`config.mk`:
```
export PLATFORM = sky130hd
export DESIGN_NAME = sm_accumulator
export DESIGN_NICKNAME = d
export VERILOG_FILES = /design/src/rtl/sm_pkg.sv /design/src/rtl/sm_add.sv /design/src/rtl/sm_accumulator.sv
export SDC_FILE = /design/constraint.sdc
export NUM_CORES = 1
export LEC_CHECK = 0
export ABC_CLOCK_PERIOD_IN_PS = 4100
export CORE_ASPECT_RATIO = 1.25
export CORE_UTILIZATION = 30
export CTS_CLUSTER_SIZE = 24
export DETAILED_ROUTE_END_ITERATION = 8
export RECOVER_POWER = 50
export SYNTH_ARGS = -nofsm -noshare
export SYNTH_HDL_FRONTEND = slang
export SYNTH_SLANG_ARGS = --single-unit
```
`constraint.sdc`:
```
create_clock -name clk -period 4.1 [get_ports clk]
set_input_delay 1.23 -clock clk [delete_from_list [all_inputs] [get_ports clk]]
set_output_delay 1.23 -clock clk [all_outputs]
set_load 0.005 [all_outputs]
```
`src/rtl/sm_pkg.sv`:
```
// Shared state encoding and default widths for the
// sign-magnitude accumulator slice.
package sm_pkg;

  localparam int MAG_W_DEF = 20;
  localparam int CNT_W_DEF = 8;

  typedef enum logic {
    S_ACC = 1'b0,
    S_OUT = 1'b1
  } state_t;

endpackage

```
`src/rtl/sm_add.sv`:
```
// Combinational sign-magnitude adder with magnitude
// saturation and +0 normalisation of inputs and result.
module sm_add
  import sm_pkg::*;
#(
  parameter int MAG_W = MAG_W_DEF
) (
  input  logic [MAG_W:0] a,
  input  logic [MAG_W:0] b,
  output logic [MAG_W:0] sum,
  output logic           ovf
);

  logic [MAG_W-1:0] w_ma;
  logic [MAG_W-1:0] w_mb;
  logic             w_sa;
  logic             w_sb;
  logic [MAG_W:0]   w_add;
  logic [MAG_W-1:0] w_mag;
  logic             w_sign;

  always_comb begin
    w_ma   = a[MAG_W-1:0];
    w_mb   = b[MAG_W-1:0];
    w_sa   = a[MAG_W] & (|w_ma);
    w_sb   = b[MAG_W] & (|w_mb);
    w_add  = {1'b0, w_ma} + {1'b0, w_mb};
    ovf    = 1'b0;
    w_mag  = '0;
    w_sign = 1'b0;
    unique case (1'b1)
      (w_sa == w_sb): begin
        ovf    = w_add[MAG_W];
        w_mag  = ovf ? '1 : w_add[MAG_W-1:0];
        w_sign = w_sa;
      end
      (w_sa != w_sb) && (w_ma >= w_mb): begin
        w_mag  = w_ma - w_mb;
        w_sign = w_sa;
      end
      default: begin
        w_mag  = w_mb - w_ma;
        w_sign = w_sb;
      end
    endcase
    // a zero magnitude always leaves with sign 0
    sum = {w_sign & (|w_mag), w_mag};
  end

endmodule

```
`src/rtl/sm_accumulator.sv`:
```
// Sign-magnitude streaming accumulator: sums terms up to
// in_last, then holds the result until the consumer takes it.
module sm_accumulator
  import sm_pkg::*;
#(
  parameter int MAG_W = MAG_W_DEF,
  parameter int CNT_W = CNT_W_DEF
) (
  input  logic             clk,
  input  logic             rst,
  input  logic             clr,
  input  logic             in_valid,
  output logic             in_ready,
  input  logic [MAG_W:0]   in_data,
  input  logic             in_last,
  output logic             out_valid,
  input  logic             out_ready,
  output logic [MAG_W:0]   out_data,
  output logic             out_sat,
  output logic [CNT_W-1:0] out_count
);

  state_t           r_state;
  logic [MAG_W:0]   r_acc;
  logic             r_sat;
  logic [CNT_W-1:0] r_cnt;

  state_t           w_state_nxt;
  logic [MAG_W:0]   w_acc_nxt;
  logic             w_sat_nxt;
  logic [CNT_W-1:0] w_cnt_nxt;
  logic [MAG_W:0]   w_sum;
  logic             w_ovf;
  logic [MAG_W:0]   w_term;
  logic             w_take;

  sm_add #(.MAG_W(MAG_W)) u_add (
    .a   (r_acc),
    .b   (in_data),
    .sum (w_sum),
    .ovf (w_ovf)
  );

  assign w_term = {in_data[MAG_W] & (|in_data[MAG_W-1:0]),
                   in_data[MAG_W-1:0]};
  assign w_take = in_valid & in_ready;

  always_comb begin
    w_state_nxt = r_state;
    w_acc_nxt   = r_acc;
    w_sat_nxt   = r_sat;
    w_cnt_nxt   = r_cnt;
    if (clr) begin
      w_state_nxt = S_ACC;
      w_acc_nxt   = '0;
      w_sat_nxt   = 1'b0;
      w_cnt_nxt   = '0;
    end else begin
      unique case (r_state)
        S_ACC: begin
          if (w_take) begin
            // counter never wraps, so zero marks the first term
            if (r_cnt == '0) begin
              w_acc_nxt = w_term;
            end else begin
              w_acc_nxt = w_sum;
              w_sat_nxt = r_sat | w_ovf;
            end
            if (r_cnt != '1) begin
              w_cnt_nxt = r_cnt + CNT_W'(1);
            end
            if (in_last) begin
              w_state_nxt = S_OUT;
            end
          end
        end
        S_OUT: begin
          if (out_ready) begin
            w_state_nxt = S_ACC;
            w_acc_nxt   = '0;
            w_sat_nxt   = 1'b0;
            w_cnt_nxt   = '0;
          end
        end
        default: w_state_nxt = S_ACC;
      endcase
    end
  end

  always_ff @(posedge clk or posedge rst) begin
    if (rst) begin
      r_state <= S_ACC;
      r_acc   <= '0;
      r_sat   <= 1'b0;
      r_cnt   <= '0;
    end else begin
      r_state <= w_state_nxt;
      r_acc   <= w_acc_nxt;
      r_sat   <= w_sat_nxt;
      r_cnt   <= w_cnt_nxt;
    end
  end

  assign in_ready  = (r_state == S_ACC);
  assign out_valid = (r_state == S_OUT);
  assign out_data  = r_acc;
  assign out_sat   = r_sat;
  assign out_count = r_cnt;

endmodule

```
* Word-level counts from Yosys, hierarchy flattened *
Index checks and enable logic that the tools add are counted.

word-level totals
  register bits = 31
  bits of input ports = 27
  output and inout port bits = 32
  word-level logic and storage cells = 55

operators by class
  add/subtract/negate cells = 4
  $lt $le $gt $ge = 1
  equal/unequal tests = 7
  muxes and demuxes = 24
  bitwise logic cells = 6
  reductions and logical operators = 9

operators with widths
  cell                                                                      count
  21-bit two-way mux                                                        4
  20-bit OR reduction                                                       3
  21-bit case mux with 2 select lines                                       1
  20-bit case mux with 2 select lines                                       1
  20-bit subtractor                                                         2
  8-bit two-way mux                                                         4
  20-bit by 20-bit adder with 21-bit output                                 1
  20-bit greater-or-equal comparator                                        1
  20-bit two-way mux                                                        1
  8-bit case mux with 2 select lines                                        1
  1-bit two-way mux                                                         10
  8-bit by 1-bit adder with 8-bit output (second input constant)            1
  8-bit zero test                                                           1
  8-bit inequality test (second input constant)                             1
  3-bit by 2-bit inequality test with 1-bit output (second input constant)  2
  3-bit inequality test (second input constant)                             2
  3-bit AND reduction                                                       2
  1-bit bitwise AND                                                         4
  1-bit case mux with 2 select lines                                        2
  2-bit AND reduction                                                       1
  2-bit OR reduction                                                        1
  1-bit == test                                                             1
  1-bit logical AND                                                         1
  1-bit inequality test                                                     1
  2 further kinds                                                           2

* Logic depth before layout (Yosys ltp) *
Gate-level depths: netlist of the first run.

  depth after elaboration = 11
  mapped depth = 15

* Cells and area by module *
From an unflattened synthesis of the first run, not the netlist that was laid out.

second synthesis, totals
  cell total of the unflattened synthesis = 679
  area, all modules = 5348.9 um^2

modules (own cells, without submodules)
  module          times used  cells an instance  area an instance (um^2)  sequential area each (um^2)
  sm_add          1           516                3738.6                   0.0
  sm_accumulator  1           163                1610.3                   775.7

* Worst setup path after synthesis of the first run *
No wires, ideal clock.

  path kind = input port to flip-flop
  start = input port in_data[0]
  end = register r_acc[20], in the netlist out_data[20]
  library setup time = 0.128 ns
  data arrival time = 3.676 ns
  path slack = 0.295 ns
  stages on the path = 14
  buffers on the path = 1
  path through = ha_1 > inv_1 > fa_1 > a21oi_2 > o211ai_2 > a32oi_2 > and3_1 > buf_6 > mux2_4 > a21oi_1 > xor2_1 > nor4b_1 > and4_1 > a21oi_1

between the ends
  word-level cells in the longest chain between the ends = 11
  elaborated cells between the ends (all ways) = 19

RTL lines
  what                                                                               line                  RTL
  start, declared                                                                    sm_accumulator.sv:14  input logic [MAG_W:0] in_data,
  branches (longest 7 deep; another with 20-bit by 20-bit adder with 21-bit output)  -
  21-bit two-way mux (*)                                                             sm_accumulator.sv:63  if (r_cnt == '0) begin
  21-bit two-way mux (*)                                                             sm_accumulator.sv:61  if (w_take) begin
  21-bit case mux with 2 select lines (*)                                            sm_accumulator.sv:59  unique case (r_state)
  21-bit two-way mux (*)                                                             sm_accumulator.sv:53  if (clr) begin
  end signal, assigned                                                               sm_accumulator.sv:98  r_acc <= w_acc_nxt;
  end, declared                                                                      sm_accumulator.sv:24  logic [MAG_W:0] r_acc;

Mark *: on every way between the ends. The select of a mux whose other input is x is not followed.
A chain may end at the register's enable or synchronous reset.

* Worst setup path after layout of the first run *
  start = input port in_data[2]
  end = register r_acc[20], in the netlist out_data[20]

The elaborated chain is that of the path after synthesis.

==> run summary, run 1 <==
post-synth cell types - 90
DRT Pass-1 Iters - 7
Hold WS - 0.5059 ns
Detail Placement HPWL - 17.62 mm
share of power burned in registers - 14.7%
most common cell in the synthesized netlist - nor2_1
final setup fails - 0
worst slack at placement - -0.7496 ns
required time of the worst setup path - 4.28 ns
clock group share of total power - 18.2%
max cap viols - 1
htree depth - 2
R2R Setup Slk - 0.64 ns
CP max stage delay - 0.41 ns
post-DR vias/cell - 5.537
Logic pwr share - 67.1%
Avg WL per Cell - 19.63 um
part of the Yosys area used for sequential elements - 15.08%
final max-slew violation count - 32
Cell Area, Synth - 5145 sq um
top_reg_cell synth - dfrtp_1
Final WS setup - 0.06516 ns
Boundary Pins - 59
Root Driver - clkbuf_16
fraction of layout cells with a size suffix above 1 - 39.89%
WL met1 - 8.875 mm
CTS buffer count - 5
CP top delay family - buffers and inverters
highest clock rate - 247.8 MHz
cells after synthesis - 682
clock transition at the registers of the reported paths - 0.07 ns
first-pass GRT wire length - 35.05 mm
worst-path cell chain - dlygate4sd2_1, buf_4, nor4_2, buf_4, nand3_1, buf_6, o21ai_4, buf_4, xor2_2, buf_4, nor3_1, or3_1, a2111oi_2, and4_1, a21oi_1
maximum VDD drop - 0.1617 mV
initial core utilization - 30.67%
asr flop ratio synth - 100.0%
Pleak - 3.781 nW
number of global-route vias before repair - 6486
failing checks - capacitance limit, slew limit
largest net degree at the start of global routing - 32
arrival time worst endpoint - 4.21 ns
number of antenna violations at the first check in global routing - 0
Core Region - 16780 sq um
average instance area after synthesis - 7.544 sq um
normalized max-slew margin - -39.89%
Pint - 1.486 mW
die area - 17680 sq um
metal2 WL - 11.32 mm
Die W - 119.1 um
Port Buf Inserts - 58
GPL Wtd Cong - 0.9812
Critical Path Stages - 15
fin area - 8386 sq um
Placed Area - 7393 sq um
Area Growth Syn to Fin - 62.99%
clk sinks - 31
Min-Delay Path Class - flop to flop
1st-iter DRT viols - 447
CTS tree - done
Power Density - 311.5 nW/um^2
total power - 2.612 mW
CP dominant cell by count - buf_4
worst slew pin tran - 2.098 ns
Ant. Diodes - 0
total grt overflow - 0
minimum clock period - 4.035 ns
Critical R2R Launch - out_data[10]$_DFFE_PP0P_
Final Hold Vio Count - 0
area leader, netlist - dfrtp_1
critical path class - input pin to flop
num rows - 53
YS warnings - 0
Switching Fraction - 43.11%
WL met3 - 1.299 mm
worst path bufs/invs - 6
Antenna Nets Post-Route - 0
synthesized flop and latch total - 31
Net Switching - 1.126 mW
DIE HEIGHT - 148.4 um
Critical Path Fanout Max - 9
drt total wl - 22.96 mm
Syn Nets - 773
CP Capture Type - flop
reg2reg path depth - 12
Clock Path Buffers - 2
hold buffer count at CTS - 0
period utilisation layout - 98.41%
final setup TNS - 0 ns
GRT Util Overall - 25.67%
top sig layer - met4
CP max-delay cell - or3_1
Clk Latency, worst-skew pair - 0.30 ns
DRC viols - 0
Nets - 1040
Via Count - 6478
Critical Path Start - in_data[2]
crit start category - input pin
clock skew - 0.01285 ns
top-area cell type share of the netlist area - 15.08%
most frequent cells after synthesis - nor2_1, a21oi_1, ha_1, inv_1, nand2_1
Area contributors post-synth - dfrtp_1, ha_1, a21oi_1
RR Endpoint - out_data[15]$_DFFE_PP0P_
status - finished, violations left
Critical Path End - out_data[20]$_DFFE_PP0P_
Post-synth EDFFs - 0
[routing by layer]
layer  track usage [%]  up-vias
met5                 0        -
met4             15.70        0
met3             3.221       89
met2             45.23      271
met1             29.45     3066
li1                  -     3052
[power by group through the flow]
stage               Clock (mW)  Combinational (mW)  Sequential [mW]
floorplan                    0               0.787            0.368
detailed placement           0                1.49            0.379
finish                   0.475                1.75            0.384
global placement             0                1.49            0.380
global route             0.495                1.86            0.389
CTS                      0.482                1.66            0.382
[worst min path at each step]
| stage | startpoint | to | depth (start not counted) |
|---|---|---|---|
| 3_3_place_gp | out_sat$_DFFE_PP0P_ | out_sat$_DFFE_PP0P_ | 2 |
| 3_5_place_dp | out_sat$_DFFE_PP0P_ | out_sat$_DFFE_PP0P_ | 2 |
| 2_1_floorplan | out_sat$_DFFE_PP0P_ | out_sat$_DFFE_PP0P_ | 2 |
| 4_1_cts | out_sat$_DFFE_PP0P_ | out_sat$_DFFE_PP0P_ | 2 |
| 5_1_grt | out_sat$_DFFE_PP0P_ | out_sat$_DFFE_PP0P_ | 2 |
| 6_report | out_sat$_DFFE_PP0P_ | out_sat$_DFFE_PP0P_ | 2 |
[cells in the final DEF (no fill, tap or decap), types with 11 or more instances in the layout]
| master | netlist | final |
|---|---|---|
| a21oi_1 | 62 | 52 |
| a21oi_2 | 3 | 11 |
| buf_4 | 7 | 220 |
| buf_6 | 8 | 11 |
| clkdlybuf4s50_1 | 0 | 22 |
| dfrtp_1 | 31 | 31 |
| dlygate4sd2_1 | 0 | 14 |
| dlygate4sd3_1 | 0 | 16 |
| ha_1 | 61 | 38 |
| ha_4 | 0 | 19 |
| inv_1 | 61 | 47 |
| inv_2 | 2 | 15 |
| nand2_1 | 43 | 40 |
| nand3_1 | 13 | 12 |
| nand4_1 | 12 | 12 |
| nor2_1 | 67 | 63 |
| nor3_1 | 26 | 23 |
| nor4_1 | 13 | 11 |
| o21ai_0 | 37 | 30 |
| o21ai_1 | 8 | 14 |
| o22ai_1 | 18 | 16 |
[what timing repair did]
item                                    in CTS  in global routing
gates resized for setup                    123                 39
pin swaps                                   41                 29
setup buffers                               19                  4
endpoints found under the setup margin      18                  9
hold endpoints to repair                     0                  0
gates cloned                                 1                  0
[flip-flops by register name, summed over array words and instances (netlist names)]
signal and cells:
out_data 21, out_sat 1, out_valid 1, out_count 8
[cell families (layout without fill, tap and decap cells)]
family / Yosys count / in the layout / share of synthesized area [%]
buffers and inverters: 100 / 367 / 9.339
XOR/XNOR: 11 / 11 / 1.873
adder cells (fa/ha/maj): 64 / 64 / 16.00
AND/OR/NAND/NOR: 227 / 228 / 22.28
multiplexers: 11 / 11 / 2.335
AO/OA/AOI/OAI: 238 / 238 / 33.10
flip-flops: 31 / 31 / 15.08
[per-stage QoR]
step / std cells / utilization [%]
global route: 1170 / 49.98
detailed placement: 1138 / 44.07
finish: 1170 / 49.98
CTS: 1166 / 49.04
floorplan: 682 / -
global placement: 1138 / 44.07
[worst min-delay path: cells and delay by family (launching register included)]
family	cells	cell delay, ns
flops	1	0.34
compound gates	1	0.05
simple gates	1	0.07
[layout make-up]
cell class              count  area (sq um)
multi-input cells         552          4537
well taps                 220         275.3
clock inverters             2         35.03
repair buffers            292          2365
flip-flops and latches     31         775.7
fillers                  1609          8392
clock buffers               6         138.9
inverters                  67         259.0
Power figures use the tool's default switching activity.
==> run 2: changes to the inputs <==
--- a/config.mk
+++ b/config.mk
@@ -10,7 +10,9 @@
 export CORE_UTILIZATION = 30
 export CTS_CLUSTER_SIZE = 24
 export DETAILED_ROUTE_END_ITERATION = 8
+export PLACE_DENSITY_LB_ADDON = 0.08
 export RECOVER_POWER = 50
+export SLEW_MARGIN = 20
 export SYNTH_ARGS = -nofsm -noshare
 export SYNTH_HDL_FRONTEND = slang
 export SYNTH_SLANG_ARGS = --single-unit
==> run 2 against run 1 <==
Clock power fell by 5.1%. Worst setup slack got worse by 0.0016 ns. Critical endpoint unchanged. The flow now finishes without violations. Fmax barely moved.
==> run summary, run 2 (synthesis results as in run 1) <==
status - completed
met3 Use GR - 3.067% (-0.15 points)
Clock Path Buffers - 2 (unchanged)
max cap viols - 0 (-1)
hold endpoint - out_sat$_DFFE_PP0P_
drt total wl - 24.58 mm (+7.0%)
DRC viols - 0 (unchanged)
DIE HEIGHT - 148.4 um (unchanged)
required time of the worst setup path - 4.28 ns (about the same)
Die W - 119.1 um (unchanged)
max reg flops - 21 (unchanged)
largest net degree at the start of global routing - 31 (-3.1%)
Via Count - 6527 (+0.76%)
1st-iter DRT viols - 433 (-3.1%)
Min-Delay Path Class - flop to flop
Pleak - 3.908 nW (+3.4%)
total grt overflow - 0 (unchanged)
met2 GRT Util - 50.03% (+4.8 points)
GPL Wtd Cong - 0.9735 (-0.78%)
Area Growth Syn to Fin - 67.19%
commonest non-fill, non-tap cell in the layout - buf_4
Avg WL per Cell - 20.64 um (+5.2%)
critical path class - input pin to flop
initial core utilization - 30.67% (unchanged)
worst slew pin tran - 1.396 ns (-0.7025 ns)
hold buffer count at CTS - 0 (unchanged)
arrival time worst endpoint - 4.22 ns (about the same)
Ant. Diodes - 0 (unchanged)
fraction of layout cells with a size suffix above 1 - 41.92% (+2.0 points)
number of antenna violations at the first check in global routing - 0 (unchanged)
final max-slew violation count - 0 (-100%)
clock skew - 0.01870 ns (+0.005849 ns)
die area - 17680 sq um (unchanged)
DRT Pass-1 Iters - 5 (-2)
maximum VDD drop - 0.1686 mV (+4.3%)
busiest grt layer - met2
first-pass GRT wire length - 37.45 mm (+6.9%)
CTS buffer count - 5 (unchanged)
GRT Util Overall - 27.70% (+2.0 points)
Nets - 1061 (+2.0%)
Core Region - 16780 sq um (unchanged)
total power - 2.678 mW (+2.5%)
Hold WS - 0.5092 ns (+0.003308 ns)
Power Density - 311.4 nW/um^2 (about the same)
post-DR vias/cell - 5.480 (-1.0%)
Boundary Pins - 59 (unchanged)
Hold Path Cell Cnt - 2 (unchanged)
normalized max-slew margin - 6.946% (+47 points)
Final Hold Vio Count - 0 (unchanged)
Critical Path Fanout Max - 7 (-2)
CP Capture Type - flop
met1 usage - 32.86% (+3.4 points)
Final WS setup - 0.06358 ns (-0.001576 ns)
Antenna Nets Post-Route - 0 (unchanged)
most frequent cells in the layout - buf_4, nor2_1, a21oi_1, inv_1, ha_1
clk sinks - 31 (unchanged)
final setup fails - 0 (unchanged)
RSZ-0062 raised after global routing - yes
worst slack at placement - -0.8186 ns (-0.06904 ns)
reg2reg path depth - 15 (+3)
minimum clock period - 4.036 ns (+0.001576 ns)
CTS tree - done
highest clock rate - 247.7 MHz (about the same)
num rows - 53 (unchanged)
FILL cells - 1665 (+3.5%)
number of global-route vias before repair - 6618 (+2.0%)
crit start category - input pin
hold_sp - out_sat$_DFFE_PP0P_
Port Buf Inserts - 58 (unchanged)
Clk Latency, worst-skew pair - 0.31 ns (about the same)
RR Endpoint - out_data[20]$_DFFE_PP0P_
Detail Placement HPWL - 18.93 mm (+7.4%)
Critical R2R Launch - out_data[0]$_DFFE_PP0P_
clock transition at the registers of the reported paths - 0.07 ns (about the same)
period utilisation layout - 98.45% (about the same)
Root Driver - clkbuf_16
R2R Setup Slk - 0.57 ns (-0.07 ns)
htree depth - 2 (unchanged)
==> run 2: power breakdown <==
group	total [mW]	switching [mW]	internal [mW]	leakage (nW)
sequential	0.384	0.0532	0.330	0.419
combinational	1.84	0.944	0.900	3.41
clock	0.451	0.192	0.260	0.0761
==> run 2: how the worst max path moves through the flow <==
stage / from / to / slack (ns) / cells past startpoint
CTS: in_data[1] / out_data[20]$_DFFE_PP0P_ / 0.01 / 15
detailed placement: in_data[0] / out_data[7]$_DFFE_PP0P_ / -0.82 / 14
finish: in_data[2] / out_data[20]$_DFFE_PP0P_ / 0.06 / 17
global placement: in_data[0] / out_data[7]$_DFFE_PP0P_ / -0.72 / 14
global route: in_data[2] / out_data[20]$_DFFE_PP0P_ / -0.07 / 16
floorplan: in_data[0] / out_data[20]$_DFFE_PP0P_ / 0.30 / 14
==> run 2: repair_timing <==
item,CTS,global route
setup buffers,20,8
gates cloned,1,0
endpoints found under the setup margin,20,9
pin swaps,40,28
gates resized for setup,121,60
==> run 2: metrics by stage <==
step / std cells / area (sq um) / setup TNS (ns) / utilization, %
2_1_floorplan: 682 / 5145 / 0 / -
3_3_place_gp: 1154 / 7513 / -9.594 / 44.78
3_5_place_dp: 1154 / 7513 / -10.24 / 44.78
4_1_cts: 1183 / 8367 / 0 / 49.87
5_1_grt: 1191 / 8602 / -0.07425 / 51.27
6_report: 1191 / 8602 / 0 / 51.27
==> run 2: worst max-delay path: stages <==
cell and delay, ns:
dlygate4sd2_1 0.25, inv_2 0.07, ha_4 0.21, buf_6 0.13, o21ai_1 0.12, a21oi_1 0.05, buf_4 0.14, o31a_1 0.36
buf_4 0.19, buf_4 0.13, o31ai_2 0.25, xnor2_1 0.15, nor2_1 0.16, o32ai_1 0.10, a2111oi_2 0.35, and4_1 0.25
a21oi_1 0.07
==> run 2: area by class of cell <==
class                           count  area (sq um)  share of cell area, %
Inverter                           67         256.5                  2.982
Clock inverter                      1         7.507                0.08727
Clock buffer                        7         152.6                  1.775
Tap cell                          220         275.3                  3.200
Multi-Input combinational cell    551          4621                  53.72
Timing Repair Buffer              314          2514                  29.22
Sequential cell                    31         775.7                  9.018
==> run 2: routing by layer <==
metal / wire length [um] / vias to the layer above / part of all wire, %
met3: 1063 / 54 / 4.3
li1: - / 3089 / -
met5: 0 / - / 0
met4: 919 / 0 / 3.7
met2: 12540 / 201 / 51
met1: 10060 / 3183 / 41
==> run 3: changes to the inputs <==
--- a/config.mk
+++ b/config.mk
@@ -12,7 +12,9 @@
 export DETAILED_ROUTE_END_ITERATION = 8
 export PLACE_DENSITY_LB_ADDON = 0.08
 export RECOVER_POWER = 50
+export SKIP_LAST_GASP = 1
 export SLEW_MARGIN = 20
 export SYNTH_ARGS = -nofsm -noshare
 export SYNTH_HDL_FRONTEND = slang
+export SYNTH_HIERARCHICAL = 1
 export SYNTH_SLANG_ARGS = --single-unit
==> run 3 against run 2 <==
The flow now finishes with violations (capacitance limit, slew limit, setup timing). Die area increased by 3.9%. First-iteration DRC count decreased by 30%. Register-to-register slack got worse by 0.32 ns. Via count decreased by 1.1%. Fmax decreased by 7.7%. Synthesized area increased by 4.0%. Sequential share of layout area decreased by 0.11 points. Global-route usage decreased by 0.75 points. Combinational power increased by 2%. Worst setup slack got worse by 0.34 ns. Non-clock buffer count increased by 1. Sequential cell count unchanged. Largest power group unchanged. Highest routed layer unchanged.
==> run summary, run 3 <==
status - finished, violations left
failing checks - capacitance limit, slew limit, setup timing
Root Driver - clkbuf_16
post-synth cell types - 97 (+7.8%)
top_reg_cell synth - dfrtp_1
Die W - 121.4 um (+1.9%)
final max-slew violation count - 32 (+32)
GRT Util Overall - 26.95% (-0.75 points)
Cell Area, Synth - 5349 sq um (+4.0%)
Critical R2R Launch - out_data[0]$_DFFE_PP0P_
DRC viols - 0 (unchanged)
fraction of layout cells with a size suffix above 1 - 41.18% (-0.74 points)
Post-Route Utilization - 49.98% (-1.3 points)
area leader, netlist - dfrtp_1
most frequent cells after synthesis - ha_1, inv_1, nand2_1
RSZ-0062 raised after global routing - yes
DIE HEIGHT - 151.3 um (+1.9%)
CTS tree - done
CP Capture Type - flop
number of global-route vias before repair - 6590 (-0.42%)
GPL Wtd Cong - 0.9495 (-2.5%)
YS warnings - 6 (+6)
Pleak - 4.022 nW (+2.9%)
Hold Path Cell Cnt - 2 (unchanged)
Nets - 1059 (-0.19%)
commonest non-fill, non-tap cell in the layout - buf_4
post-DR vias/cell - 5.408 (-1.3%)
CP max stage delay - 0.38 ns (+0.02 ns)
required time of the worst setup path - 4.29 ns (about the same)
arrival time worst endpoint - 4.57 ns (+0.35 ns)
clock skew - 0.01401 ns (-0.004698 ns)
DRT Pass-1 Iters - 5 (unchanged)
register area - 775.7 sq um (unchanged)
Area contributors post-synth - dfrtp_1, ha_1, mux2i_1
hold buffer count at CTS - 0 (unchanged)
Avg WL per Cell - 20.31 um (-1.6%)
htree depth - 2 (unchanged)
period utilisation layout - 106.6% (+8.2 points)
highest clock rate - 228.8 MHz (-7.7%)
Critical Path Fanout Max - 5 (-2)
crit start category - input pin
worst-path cell chain - buf_12, buf_6, ha_1, fa_2, a211oi_4, o31ai_4, a41oi_4, o211ai_4, buf_4, nor3_1, o32ai_2, nor4b_2, nand4b_1, nor4_2, a31oi_1, a32oi_1, nand2_1
drt total wl - 24.23 mm (-1.4%)
most common cell in the synthesized netlist - ha_1
Boundary Pins - 59 (unchanged)
Antenna Nets Post-Route - 0 (unchanged)
worst slew pin tran - 1.976 ns (+0.5805 ns)
Clk Latency, worst-skew pair - 0.30 ns (about the same)
total grt overflow - 0 (unchanged)
average instance area after synthesis - 7.878 sq um (+4.4%)
Port Buf Inserts - 58 (unchanged)
Syn Nets - 770 (-0.39%)
multi-input gate area in the final layout - 4745 sq um (+2.7%)
worst path bufs/invs - 3 (-3)
Critical Path End - out_data[20]$_DFFE_PP0P_
first-pass GRT wire length - 36.92 mm (-1.4%)
Min-Delay Path Class - flop to flop
number of antenna violations at the first check in global routing - 0 (unchanged)
asr flop ratio synth - 100.0% (unchanged)
maximum VDD drop - 0.3372 mV (+100%)
worst slack at placement - -1.153 ns (-0.3344 ns)
Hold WS - 0.5230 ns (+0.01383 ns)
die area - 18370 sq um (+3.9%)
Ant. Diodes - 0 (unchanged)
largest net degree at the start of global routing - 32 (+3.2%)
RR Endpoint - out_data[20]$_DFFE_PP0P_
part of the Yosys area used for sequential elements - 14.50% (-0.57 points)
Final WS setup - -0.2715 ns (-0.3351 ns)
Clock Path Buffers - 2 (unchanged)
clk sinks - 31 (unchanged)
CP max-delay cell - fa_2
1st-iter DRT viols - 304 (-30%)
minimum clock period - 4.371 ns (+0.3351 ns)
R2R Setup Slk - 0.25 ns (-0.32 ns)
cells after synthesis - 679 (-0.44%)
Critical Path Stages - 17 (unchanged)
CTS buffer count - 5 (unchanged)
most frequent cells in the layout - buf_4, inv_1, nand2_1, o21ai_0, ha_1
Area Growth Syn to Fin - 62.88%
initial core utilization - 30.68% (about the same)
max reg flops - 21 (unchanged)
reg2reg path depth - 16 (+1)
Core Region - 17430 sq um (+3.9%)
final setup TNS - -0.2715 ns (-0.2715 ns)
Post-synth EDFFs - 0 (unchanged)
normalized max-slew margin - -31.75% (-39 points)
max cap viols - 1 (+1)
critical path class - input pin to flop
clock transition at the registers of the reported paths - 0.07 ns (about the same)
FILL cells - 1725 (+3.6%)
num rows - 54 (+1.9%)
top-area cell type share of the netlist area - 14.50% (-0.57 points)
CP top delay family - compound AO/OA/AOI/OAI gates
Detail Placement HPWL - 19.21 mm (+1.5%)
Critical Path Start - in_data[0]
final setup fails - 1 (+1)
Power Density - 305.5 nW/um^2 (-1.9%)
Final Hold Vio Count - 0 (unchanged)
synthesized flop and latch total - 31 (unchanged)
Via Count - 6452 (-1.1%)
## run 3: cells by family (layout without fill, tap and decap cells)
kind of cell / Yosys count / in the layout / share of synthesized area, %
compound gates: 231 / 232 / 31.65
xor+xnor: 7 / 7 / 1.146
fa+ha+maj: 64 / 64 / 15.39
buf+inv: 97 / 386 / 8.678
flops: 31 / 31 / 14.50
mux: 34 / 34 / 6.363
simple gates: 215 / 215 / 22.27
## run 3: how the worst min path moves through the flow
| stage | end | slack (ns) | start |
|---|---|---|---|
| final | out_sat$_DFFE_PP0P_ | 0.52 | out_sat$_DFFE_PP0P_ |
| after global routing | out_sat$_DFFE_PP0P_ | 0.55 | out_sat$_DFFE_PP0P_ |
| after detailed placement | out_sat$_DFFE_PP0P_ | 0.51 | out_sat$_DFFE_PP0P_ |
| after CTS | out_sat$_DFFE_PP0P_ | 0.52 | out_sat$_DFFE_PP0P_ |
| after floorplan | out_sat$_DFFE_PP0P_ | 0.49 | out_sat$_DFFE_PP0P_ |
| after global placement | out_sat$_DFFE_PP0P_ | 0.49 | out_sat$_DFFE_PP0P_ |
## run 3: what timing repair did
| action | 4_1_cts | 5_1_grt |
|---|---|---|
| cloned | 1 | 0 |
| gates resized for setup | 124 | 59 |
| pin swaps | 50 | 44 |
| endpoints found under the setup margin | 19 | 11 |
| setup buffers | 21 | 12 |
## run 3: layout make-up
type                    count  share of cell area, %
multi-input cells         552                  54.46
repair buffers            315                  28.90
flip-flops and latches     31                  8.904
well taps                 224                  3.217
inverters                  63                  2.858
clock buffers               5                  1.436
clock inverters             3                 0.2298
## run 3: metal layers
metal	GRT usage (%)	wire (um)
met5	0	0
met3	2.974	743
met2	48.27	12200
met1	31.01	9964
met4	14.88	1324
## run 3: power by group
group          switching, mW  leakage [nW]  internal [mW]
Sequential            0.0408         0.419          0.331
Clock                  0.185        0.0658          0.225
Combinational          0.938          3.54          0.943
## run 3: worst register-to-register path, cell delays in order (launching register included)
cell and delay (ns):
dfrtp_1 0.51, ha_4 0.19, inv_2 0.04, fa_2 0.38, a21o_1 0.20, a211oi_4 0.29, a211oi_2 0.11, o311a_1 0.31
or3_1 0.38, o21ai_2 0.07, o21ai_2 0.08, nor4b_2 0.28, nand4b_1 0.18, nor4_2 0.32, a31oi_1 0.12, a32oi_1 0.21
nand2_1 0.06
## run 3: per-stage QoR
step                power (mW)  instances  cell area [sq um]
floorplan                1.183        679               5376
global placement         1.971       1152               7719
detailed placement       1.973       1152               7719
CTS                      2.591       1182               8558
global route             2.799       1193               8712
finish                   2.661       1193               8712
